[src/rtl/tc_pl_cap_pkg.sv]
// Types and defaults shared by the capture-path pack stage and the ACP transmit stage.
package tc_pl_cap_pkg;

    localparam int unsigned CAP0_15_DEF = 128;
    localparam int unsigned SMP_W_DEF   = 32;
    localparam int unsigned LEN_W_DEF   = 32;

    typedef enum logic [1:0] {
        IDLE  = 2'd0,
        RUN   = 2'd1,
        DRAIN = 2'd2,
        DONE  = 2'd3
    } cap_state_e;

    // Number of sample lanes in one buffer word.
    function automatic int unsigned lane_count(input int unsigned cap_w, input int unsigned smp_w);
        return cap_w / smp_w;
    endfunction

endpackage

[src/rtl/tc_pl_cap_lane_pack.sv]
// Little-endian lane packer: gathers samples into one buffer word and flags word completion.
module tc_pl_cap_lane_pack
    import tc_pl_cap_pkg::*;
#(
    parameter int unsigned CAP0_15 = CAP0_15_DEF,
    parameter int unsigned SMP_W   = SMP_W_DEF
) (
    input  logic               clk,
    input  logic               rst,
    input  logic               clr_i,
    input  logic               smp_en_i,
    input  logic               last_i,
    input  logic [SMP_W-1:0]   smp_data_i,
    output logic [CAP0_15-1:0] word_c_o,
    output logic               done_c_o
);

    localparam int unsigned NL     = lane_count(CAP0_15, SMP_W);
    localparam int unsigned LANE_W = (NL > 1) ? $clog2(NL) : 1;

    logic [LANE_W-1:0]  lane_q, lane_d;
    logic [CAP0_15-1:0] pack_q, pack_d;

    // Upper lanes stay zero because the pack register is cleared at every word boundary.
    always_comb begin
        word_c_o = pack_q;
        for (int unsigned k = 0; k < NL; k++) begin
            if (lane_q == LANE_W'(k)) begin
                word_c_o[k*SMP_W +: SMP_W] = smp_data_i;
            end
        end
        done_c_o = smp_en_i & ((lane_q == LANE_W'(NL - 1)) | last_i);
    end

    always_comb begin
        lane_d = lane_q;
        pack_d = pack_q;
        if (clr_i) begin
            lane_d = '0;
            pack_d = '0;
        end else if (smp_en_i) begin
            if (done_c_o) begin
                lane_d = '0;
                pack_d = '0;
            end else begin
                lane_d = LANE_W'(lane_q + 1'b1);
                pack_d = word_c_o;
            end
        end
    end

    always_ff @(posedge clk) begin
        if (rst) begin
            lane_q <= '0;
            pack_q <= '0;
        end else begin
            lane_q <= lane_d;
            pack_q <= pack_d;
        end
    end

endmodule

[src/rtl/tc_pl_cap_data_pack.sv]
// Capture-path pack stage: packs a sample burst into buffer words for the ACP transmit stage.
module tc_pl_cap_data_pack
    import tc_pl_cap_pkg::*;
#(
    parameter int unsigned CAP0_15 = CAP0_15_DEF,
    parameter int unsigned SMP_W   = SMP_W_DEF,
    parameter int unsigned LEN_W   = LEN_W_DEF
) (
    input  logic               clk,
    input  logic               rst,
    input  logic               cap_en,
    input  logic [LEN_W-1:0]   cap_len,
    output logic               cap_busy,
    output logic               cap_cmpt,
    output logic               cap_ovf,
    output logic [LEN_W-1:0]   cap_wcnt,
    input  logic               smp_valid,
    input  logic [SMP_W-1:0]   smp_data,
    input  logic               buff_full,
    output logic               buff_wr,
    output logic [CAP0_15-1:0] buff_din
);

    cap_state_e         state_q, state_d;
    logic [LEN_W-1:0]   len_q, len_d;
    logic [LEN_W-1:0]   cnt_q, cnt_d;
    logic [LEN_W-1:0]   wcnt_q, wcnt_d;
    logic               busy_q, busy_d;
    logic               cmpt_q, cmpt_d;
    logic               ovf_q, ovf_d;
    logic               out_vld_q, out_vld_d;
    logic [CAP0_15-1:0] din_q, din_d;

    logic               lane_clr;
    logic               smp_en;
    logic               last_c;
    logic               word_done_c;
    logic [CAP0_15-1:0] word_c;

    tc_pl_cap_lane_pack #(
        .CAP0_15 (CAP0_15),
        .SMP_W   (SMP_W)
    ) u_lane_pack (
        .clk        (clk),
        .rst        (rst),
        .clr_i      (lane_clr),
        .smp_en_i   (smp_en),
        .last_i     (last_c),
        .smp_data_i (smp_data),
        .word_c_o   (word_c),
        .done_c_o   (word_done_c)
    );

    assign buff_wr  = out_vld_q & ~buff_full;
    assign last_c   = (LEN_W'(cnt_q + 1'b1) == len_q);
    assign cap_busy = busy_q;
    assign cap_cmpt = cmpt_q;
    assign cap_ovf  = ovf_q;
    assign cap_wcnt = wcnt_q;
    assign buff_din = din_q;

    always_comb begin
        state_d   = state_q;
        len_d     = len_q;
        cnt_d     = cnt_q;
        wcnt_d    = wcnt_q;
        busy_d    = busy_q;
        cmpt_d    = 1'b0;
        ovf_d     = ovf_q;
        out_vld_d = out_vld_q;
        din_d     = din_q;
        lane_clr  = 1'b0;
        smp_en    = 1'b0;

        unique case (state_q)
            IDLE: begin
                if (cap_en) begin
                    len_d    = cap_len;
                    cnt_d    = '0;
                    wcnt_d   = '0;
                    ovf_d    = 1'b0;
                    busy_d   = 1'b1;
                    lane_clr = 1'b1;
                    state_d  = (cap_len == '0) ? DONE : RUN;
                end
            end
            RUN: begin
                if (smp_valid) begin
                    smp_en = 1'b1;
                    cnt_d  = LEN_W'(cnt_q + 1'b1);
                    if (last_c) begin
                        state_d = DRAIN;
                    end
                end
            end
            DRAIN: begin
                if (!out_vld_q) begin
                    state_d = DONE;
                end
            end
            DONE: begin
                cmpt_d  = 1'b1;
                busy_d  = 1'b0;
                state_d = IDLE;
            end
            default: state_d = IDLE;
        endcase

        // Output register: a write frees the slot in the same cycle a new word may claim it.
        if (buff_wr) begin
            out_vld_d = 1'b0;
            wcnt_d    = LEN_W'(wcnt_d + 1'b1);
        end
        if (word_done_c) begin
            if (out_vld_q && !buff_wr) begin
                ovf_d = 1'b1;
            end else begin
                out_vld_d = 1'b1;
                din_d     = word_c;
            end
        end
    end

    always_ff @(posedge clk) begin
        if (rst) begin
            state_q   <= IDLE;
            len_q     <= '0;
            cnt_q     <= '0;
            wcnt_q    <= '0;
            busy_q    <= 1'b0;
            cmpt_q    <= 1'b0;
            ovf_q     <= 1'b0;
            out_vld_q <= 1'b0;
            din_q     <= '0;
        end else begin
            state_q   <= state_d;
            len_q     <= len_d;
            cnt_q     <= cnt_d;
            wcnt_q    <= wcnt_d;
            busy_q    <= busy_d;
            cmpt_q    <= cmpt_d;
            ovf_q     <= ovf_d;
            out_vld_q <= out_vld_d;
            din_q     <= din_d;
        end
    end

endmodule

[config.mk]
export PLATFORM = sky130hd
export DESIGN_NAME = tc_pl_cap_data_pack
export DESIGN_NICKNAME = d
export VERILOG_FILES = /design/src/rtl/tc_pl_cap_pkg.sv /design/src/rtl/tc_pl_cap_lane_pack.sv /design/src/rtl/tc_pl_cap_data_pack.sv
export SDC_FILE = /design/constraint.sdc
export NUM_CORES = 1
export LEC_CHECK = 0
export ABC_AREA = 0
export CAP_MARGIN = 10
export CORE_ASPECT_RATIO = 0.6
export CORE_UTILIZATION = 50
export DETAILED_ROUTE_END_ITERATION = 12
export HOLD_SLACK_MARGIN = 0.05
export PLACE_DENSITY = 0.79
export SLEW_MARGIN = 20
export SYNTH_ARGS = -nofsm -noshare
export SYNTH_HDL_FRONTEND = slang
export SYNTH_SLANG_ARGS = --single-unit
[constraint.sdc]
create_clock -name clk -period 7.7 [get_ports clk]
set_clock_uncertainty 0.05 [all_clocks]
set_input_delay 1.925 -clock clk [delete_from_list [all_inputs] [get_ports clk]]
set_output_delay 1.925 -clock clk [all_outputs]
set_load 0.02 [all_outputs]
Word-level counts from Yosys, hierarchy flattened:

Cells that the tools add are included.

* add/subtract/negate cells: 3
* order comparisons: 0
* $mul: 0
* shift operators: 0
* reductions and logical operators: 13
* bitwise gates (word level): 5
* multiplexer cells: 32
* divide/modulo/power cells: 0
* equal/unequal tests: 11

Operators by type and width (count)
* 2-to-1 mux 32 bit: 9
* 2-to-1 mux 128 bit: 1
* adder 32 x 1 -> 32 bit (second input constant): 2
* case mux 32 bit (2 select lines): 1
* == test 32 bit: 1
* logical NOT 32 bit: 1
* 2-to-1 mux 1 bit: 13
* 2-to-1 mux 2 bit: 6
* == test 2 bit (second input constant): 4
* case mux 2 bit (4 select lines): 1
* != test 2 bit (second input constant): 3
* AND reduction 2 bit: 3
* == test 2 x 1 -> 1 bit (second input constant): 2
* logical NOT 2 bit: 2
* AND reduction 4 bit: 1
* nonzero test 2 bit: 2
* AND reduction 3 bit: 1
* adder 2 x 1 -> 2 bit (second input constant): 1
* AND 1 bit: 2
* != test 2 x 1 -> 1 bit (second input constant): 1
* inverter 1 bit: 2
* case mux 1 bit (2 select lines): 1
* OR reduction 2 bit: 1
* logical AND 1 bit: 1
* 2 further kinds: 2

* logic and storage cells: 75
* flip-flop bits (word level): 360
* memories kept: 0
* input port bits: 69
* output and inout bits: 164
* latch bits: 0
* bits in writable memories: 0
* memory bits (read-only): 0

Depth between registers and ports, before layout:

* word-level depth: 6
* mapped depth: 14
* depth with buffers taken out: 13

Cells and area by module:

Synthesis repeated with hierarchy kept, for this count alone.

* cell total of the unflattened synthesis: 1843
* area total of the unflattened synthesis: 15876.5 µm²

Modules (own cells, without submodules)
* tc_pl_cap_data_pack: cells an instance 1295, area an instance 10068.4 µm², times used 1, sequential area each 4604.4 µm²
* tc_pl_cap_lane_pack: cells an instance 548, area an instance 5808.1 µm², times used 1, sequential area each 2602.5 µm²

Worst setup path after synthesis:

Ideal clock, no wire load.

* path type: in2out
* start point: input buff_full
* end point: output buff_wr
* setup slack: 3344 ps
* path buffers: 0
* required time: 5725 ps
* arrival: 2381 ps
* stages on the path: 1
* cell sequence: nor2b_1

* cells in the longest elaborated chain, start to end: 2

Ends and longest elaborated chain
* start, declared: line tc_pl_cap_data_pack.sv:19 `input logic buff_full,`
* inverter 1 bit: line tc_pl_cap_data_pack.sv:54 `assign buff_wr = out_vld_q & ~buff_full;`
* AND 1 bit: line tc_pl_cap_data_pack.sv:54
* end, declared: line tc_pl_cap_data_pack.sv:20 `output logic buff_wr,`

No other way between the ends.

Worst setup path in the final report:

* start point: register cnt_q[0]
* end point: register din_q[72], in the netlist buff_din[72]

* cells in the longest elaborated chain, start to end: 5

Ends and longest elaborated chain
* start, declared: line tc_pl_cap_data_pack.sv:26 `logic [LEN_W-1:0] cnt_q, cnt_d;`
* start signal, assigned: line tc_pl_cap_data_pack.sv:138 `cnt_q <= cnt_d;`
* adder 32 x 1 -> 32 bit: line tc_pl_cap_data_pack.sv:55 `assign last_c = (LEN_W'(cnt_q + 1'b1) == len_q);`
* == test 32 bit: line tc_pl_cap_data_pack.sv:55
* bitwise OR 1 bit: line tc_pl_cap_lane_pack.sv:32 `done_c_o = smp_en_i & ((lane_q == LANE_W'(NL - 1)) | last_i);`
* AND 1 bit: line tc_pl_cap_lane_pack.sv:32
* AND reduction 2 bit (no source line)
* end signal, assigned: line tc_pl_cap_data_pack.sv:144 `din_q <= din_d;`
* end, declared: line tc_pl_cap_data_pack.sv:32 `logic [CAP0_15-1:0] din_q, din_d;`

No other way between the ends.
A chain may end at the register's enable or synchronous reset.

==> impl_metrics.json <==
{
  "outcome": "finished clean",
  "worst-r2r-setup-slack_ns": 2.10,
  "final_area_mm2": 0.0193,
  "grt_pass1_wl_um": 75100,
  "post_drt_wl_per_cell_um": 19.6,
  "cp_slowest_cell": "buf_4",
  "setup_viol": 0,
  "ff2ff_path_depth": 12,
  "dp_hpwl_um": 30700,
  "syn-num-nets": 1928,
  "p_total_mw": 4.50,
  "start_util_pct": 51.8,
  "swShare_pct": 30.7,
  "worstReg2RegEnd": "buff_din[72]$_SDFFE_PP0P_",
  "drt_iter0_drc": 1507,
  "async_flop_share_pct": 0,
  "vias": 14600,
  "vdd_drop_max_mv": 0.135,
  "min_period_ns": 5.60,
  "dp_slack_ns": 2.28,
  "worst_hold_slack_ns": 0.404,
  "insertion_delay_ns": 0.53,
  "max_freq_ghz": 0.178,
  "critPathMaxFanout": 77,
  "ant_nets": 0,
  "min_period_over_period_pct": 72.8,
  "p_sw_mw": 1.38,
  "final_nets": 2056,
  "pwr-share-comb_pct": 19.0,
  "rsz0062_at_grt": "no",
  "arrival_ns": 5.98,
  "placed_area_mm2": 0.0182,
  "synth_warnings": 0,
  "synthFlopType": "dfxtp_1",
  "holdBufCountCts": 0,
  "ys_types": 53,
  "seq_power_share_pct": 43.6,
  "hold_depth": 2,
  "grt_max_degree": 94,
  "drt_first_pass_iters": 6,
  "synth_seq_cells": 360,
  "num_io_pins": 233,
  "rows": 49,
  "p_int_mw": 3.12,
  "setup_slack_ns": 2.10,
  "grt_util_met2_pct": 41.0,
  "design.die.area_mm2": 0.0323,
  "max_cap_viol_count": 0,
  "synth-edff-count": 0,
  "fp.dieW_um": 232,
  "crit_path_start_kind": "flop",
  "max_stage_delay_ns": 0.77,
  "cp_cell_sequence": "ha_1 > nand3_1 > or4_1 > or4_1 > a311oi_1 > nand4_1 > a2111o_1 > o31ai_4 > buf_4 > buf_4 > a21oi_1 > a211oi_1",
  "synthCells": 1849,
  "dieHeight_um": 140,
  "hold_viol": 0,
  "end_kind": "flop",
  "busiest_layer": "met1",
  "tightestPinTransition_ns": 1.11,
  "cts_made_buffers": 35,
  "routed_wl_um": 47300,
  "portBuffers": 232,
  "setup.worst_path.class": "flop to flop",
  "drive_above_1_share_pct": 4.60,
  "cts_sinks": 360,
  "clk_path_buf_depth": 3,
  "grt_pass1_vias": 13400,
  "min-delay-start": "u_lane_pack.pack_q[67]$_SDFFE_PP0P_",
  "max_slew_margin_pct": 25.8,
  "grt-ovfl-total": 0,
  "hold_class": "flop to flop",
  "gp_congestion": 0.964,
  "ys_seq_area_share_pct": 45.6,
  "tns_ns": 0,
  "h-tree-depth": 2,
  "cts_tree": "yes",
  "cts_resized": 0,
  "syn_area_mm2": 0.0158,
  "cp.required_ns": 8.08,
  "clockRootBuffer": "clkbuf_16",
  "p_per_area_mw_per_mm2": 233,
  "grt_use_met1_pct": 43.6,
  "avgSynthCellArea_um2": 8.55,
  "vias_per_cell": 6.04,
  "core_region_area_mm2": 0.0305,
  "grt_use_met3_pct": 5.86,
  "clk_pin_slew_worst_paths_ns": 0.07,
  "timing.rr.start": "cnt_q[0]$_SDFFE_PP0P_",
  "grt_util_all_layers_pct": 28.7,
  "drc_errors": 0,
  "cts_setup_buffers": 0,
  "slew_violations": 0,
  "area_growth_pct": 22.3,
  "clock_power_share_pct": 37.4,
  "min_to": "u_lane_pack.pack_q[67]$_SDFFE_PP0P_",
  "grt_antenna_before_repair": 2,
  "p_leak_nw": 6.11
}
[how the worst max path moves through the flow]
| stage | start | endpoint | cells past startpoint |
|---|---|---|---|
| finish | cnt_q[0]$_SDFFE_PP0P_ | buff_din[72]$_SDFFE_PP0P_ | 12 |
| global route | cnt_q[0]$_SDFFE_PP0P_ | buff_din[18]$_SDFFE_PP0P_ | 12 |
| CTS | cnt_q[0]$_SDFFE_PP0P_ | buff_din[18]$_SDFFE_PP0P_ | 12 |
| detailed placement | cnt_q[0]$_SDFFE_PP0P_ | buff_din[72]$_SDFFE_PP0P_ | 12 |
| global placement | buff_full | buff_wr | 3 |
| floorplan | buff_full | buff_wr | 1 |
[power by group through the flow]
| stage | Sequential, mW | Clock, mW | Combinational [mW] |
|---|---|---|---|
| 3_5_place_dp | 2.00 | 0 | 0.838 |
| 4_1_cts | 1.96 | 1.71 | 0.842 |
| 5_1_grt | 1.97 | 1.80 | 0.930 |
| 3_3_place_gp | 2.00 | 0 | 0.817 |
| 6_report | 1.96 | 1.69 | 0.857 |
| 2_1_floorplan | 1.99 | 0 | 0.579 |
[area by class of cell]
cell class,count,area [µm²]
Sequential cell,360,7210
Inverter,13,48.8
Tap cell,408,510
Clock buffer,49,1010
Fill cell,2575,11200
Clock inverter,11,97.6
Timing Repair Buffer,251,2470
Antenna cell,2,5.00
Multi-Input combinational cell,1316,7980
[critical path, delay by kind of cell, from the launching register on]
kind | cells | cell delay [ns]
AO/OA/AOI/OAI | 5 | 1.63
AND/OR/NAND/NOR | 4 | 1.63
flip-flops | 1 | 0.45
adder cells (fa/ha/maj) | 1 | 0.32
buffers and inverters | 2 | 1.32
[synthesized netlist by cell type, types with 6 or more instances]
cell type	instances	area (µm²)
dfxtp_1	360	7210
a21oi_1	305	1530
nand2_1	224	841
a211oi_1	134	1010
mux2i_1	130	1300
nand3_1	123	616
clkbuf_1	120	450
nor2_1	81	304
xnor2_1	41	359
and2_1	38	238
o21ai_0	32	160
buf_2	31	155
nand4_1	28	175
xor2_1	27	236
nor3_1	19	95.1
or4_1	16	120
or3_1	15	93.8
nor4_1	14	87.6
inv_1	13	48.8
ha_1	10	125
nor2b_1	10	62.6
and3_1	8	50.1
a31oi_1	6	37.5
buf_1	6	22.5
nand3b_1	6	45.0
[cells in the final DEF (no fill, tap or decap), drive strengths merged, types with 41 or more instances in the layout]
| master | count |
|---|---|
| mux2i | 130 |
| clkdlybuf4s50 | 231 |
| nand2 | 224 |
| xnor2 | 41 |
| nor2 | 81 |
| dfxtp | 360 |
| nand3 | 123 |
| a21oi | 305 |
| clkbuf | 49 |
| a211oi | 134 |
[metrics by stage]
step | util (%) | cells
6_report | 63.3 | 2410
5_1_grt | 63.3 | 2410
3_3_place_gp | 59.6 | 2348
4_1_cts | 63.3 | 2408
2_1_floorplan | - | 1849
3_5_place_dp | 59.6 | 2348
[metal layers]
metal | wire length (µm) | vias to the layer above | part of all wire, %
met5 | 0 | - | 0
met4 | 798 | 0 | 1.7
met3 | 4140 | 54 | 8.7
met2 | 20200 | 615 | 43
met1 | 22200 | 7040 | 47
li1 | - | 6853 | -
[state kept, by name (all words and copies together) (netlist names)]
register	cells
buff_din	128
out_vld_q	1
cap_cmpt	1
cap_ovf	1
cap_busy	1
cnt_q	32
u_lane_pack.pack_q	128
len_q	32
state_q	2
cap_wcnt	32
u_lane_pack.lane_q	2
[cells by family (layout without fill, tap and decap cells)]
kind of cell,after synthesis,in the layout,share of synthesized area [%]
AO/OA/AOI/OAI,504,504,18.8
XOR/XNOR,68,68,3.77
adder cells (fa/ha/maj),10,10,0.792
buffers and inverters,173,324,4.41
flip-flops,360,360,45.6
multiplexers,132,132,8.38
other,0,2,0
AND/OR/NAND/NOR,602,602,18.3
Power figures use the tool's default switching activity.
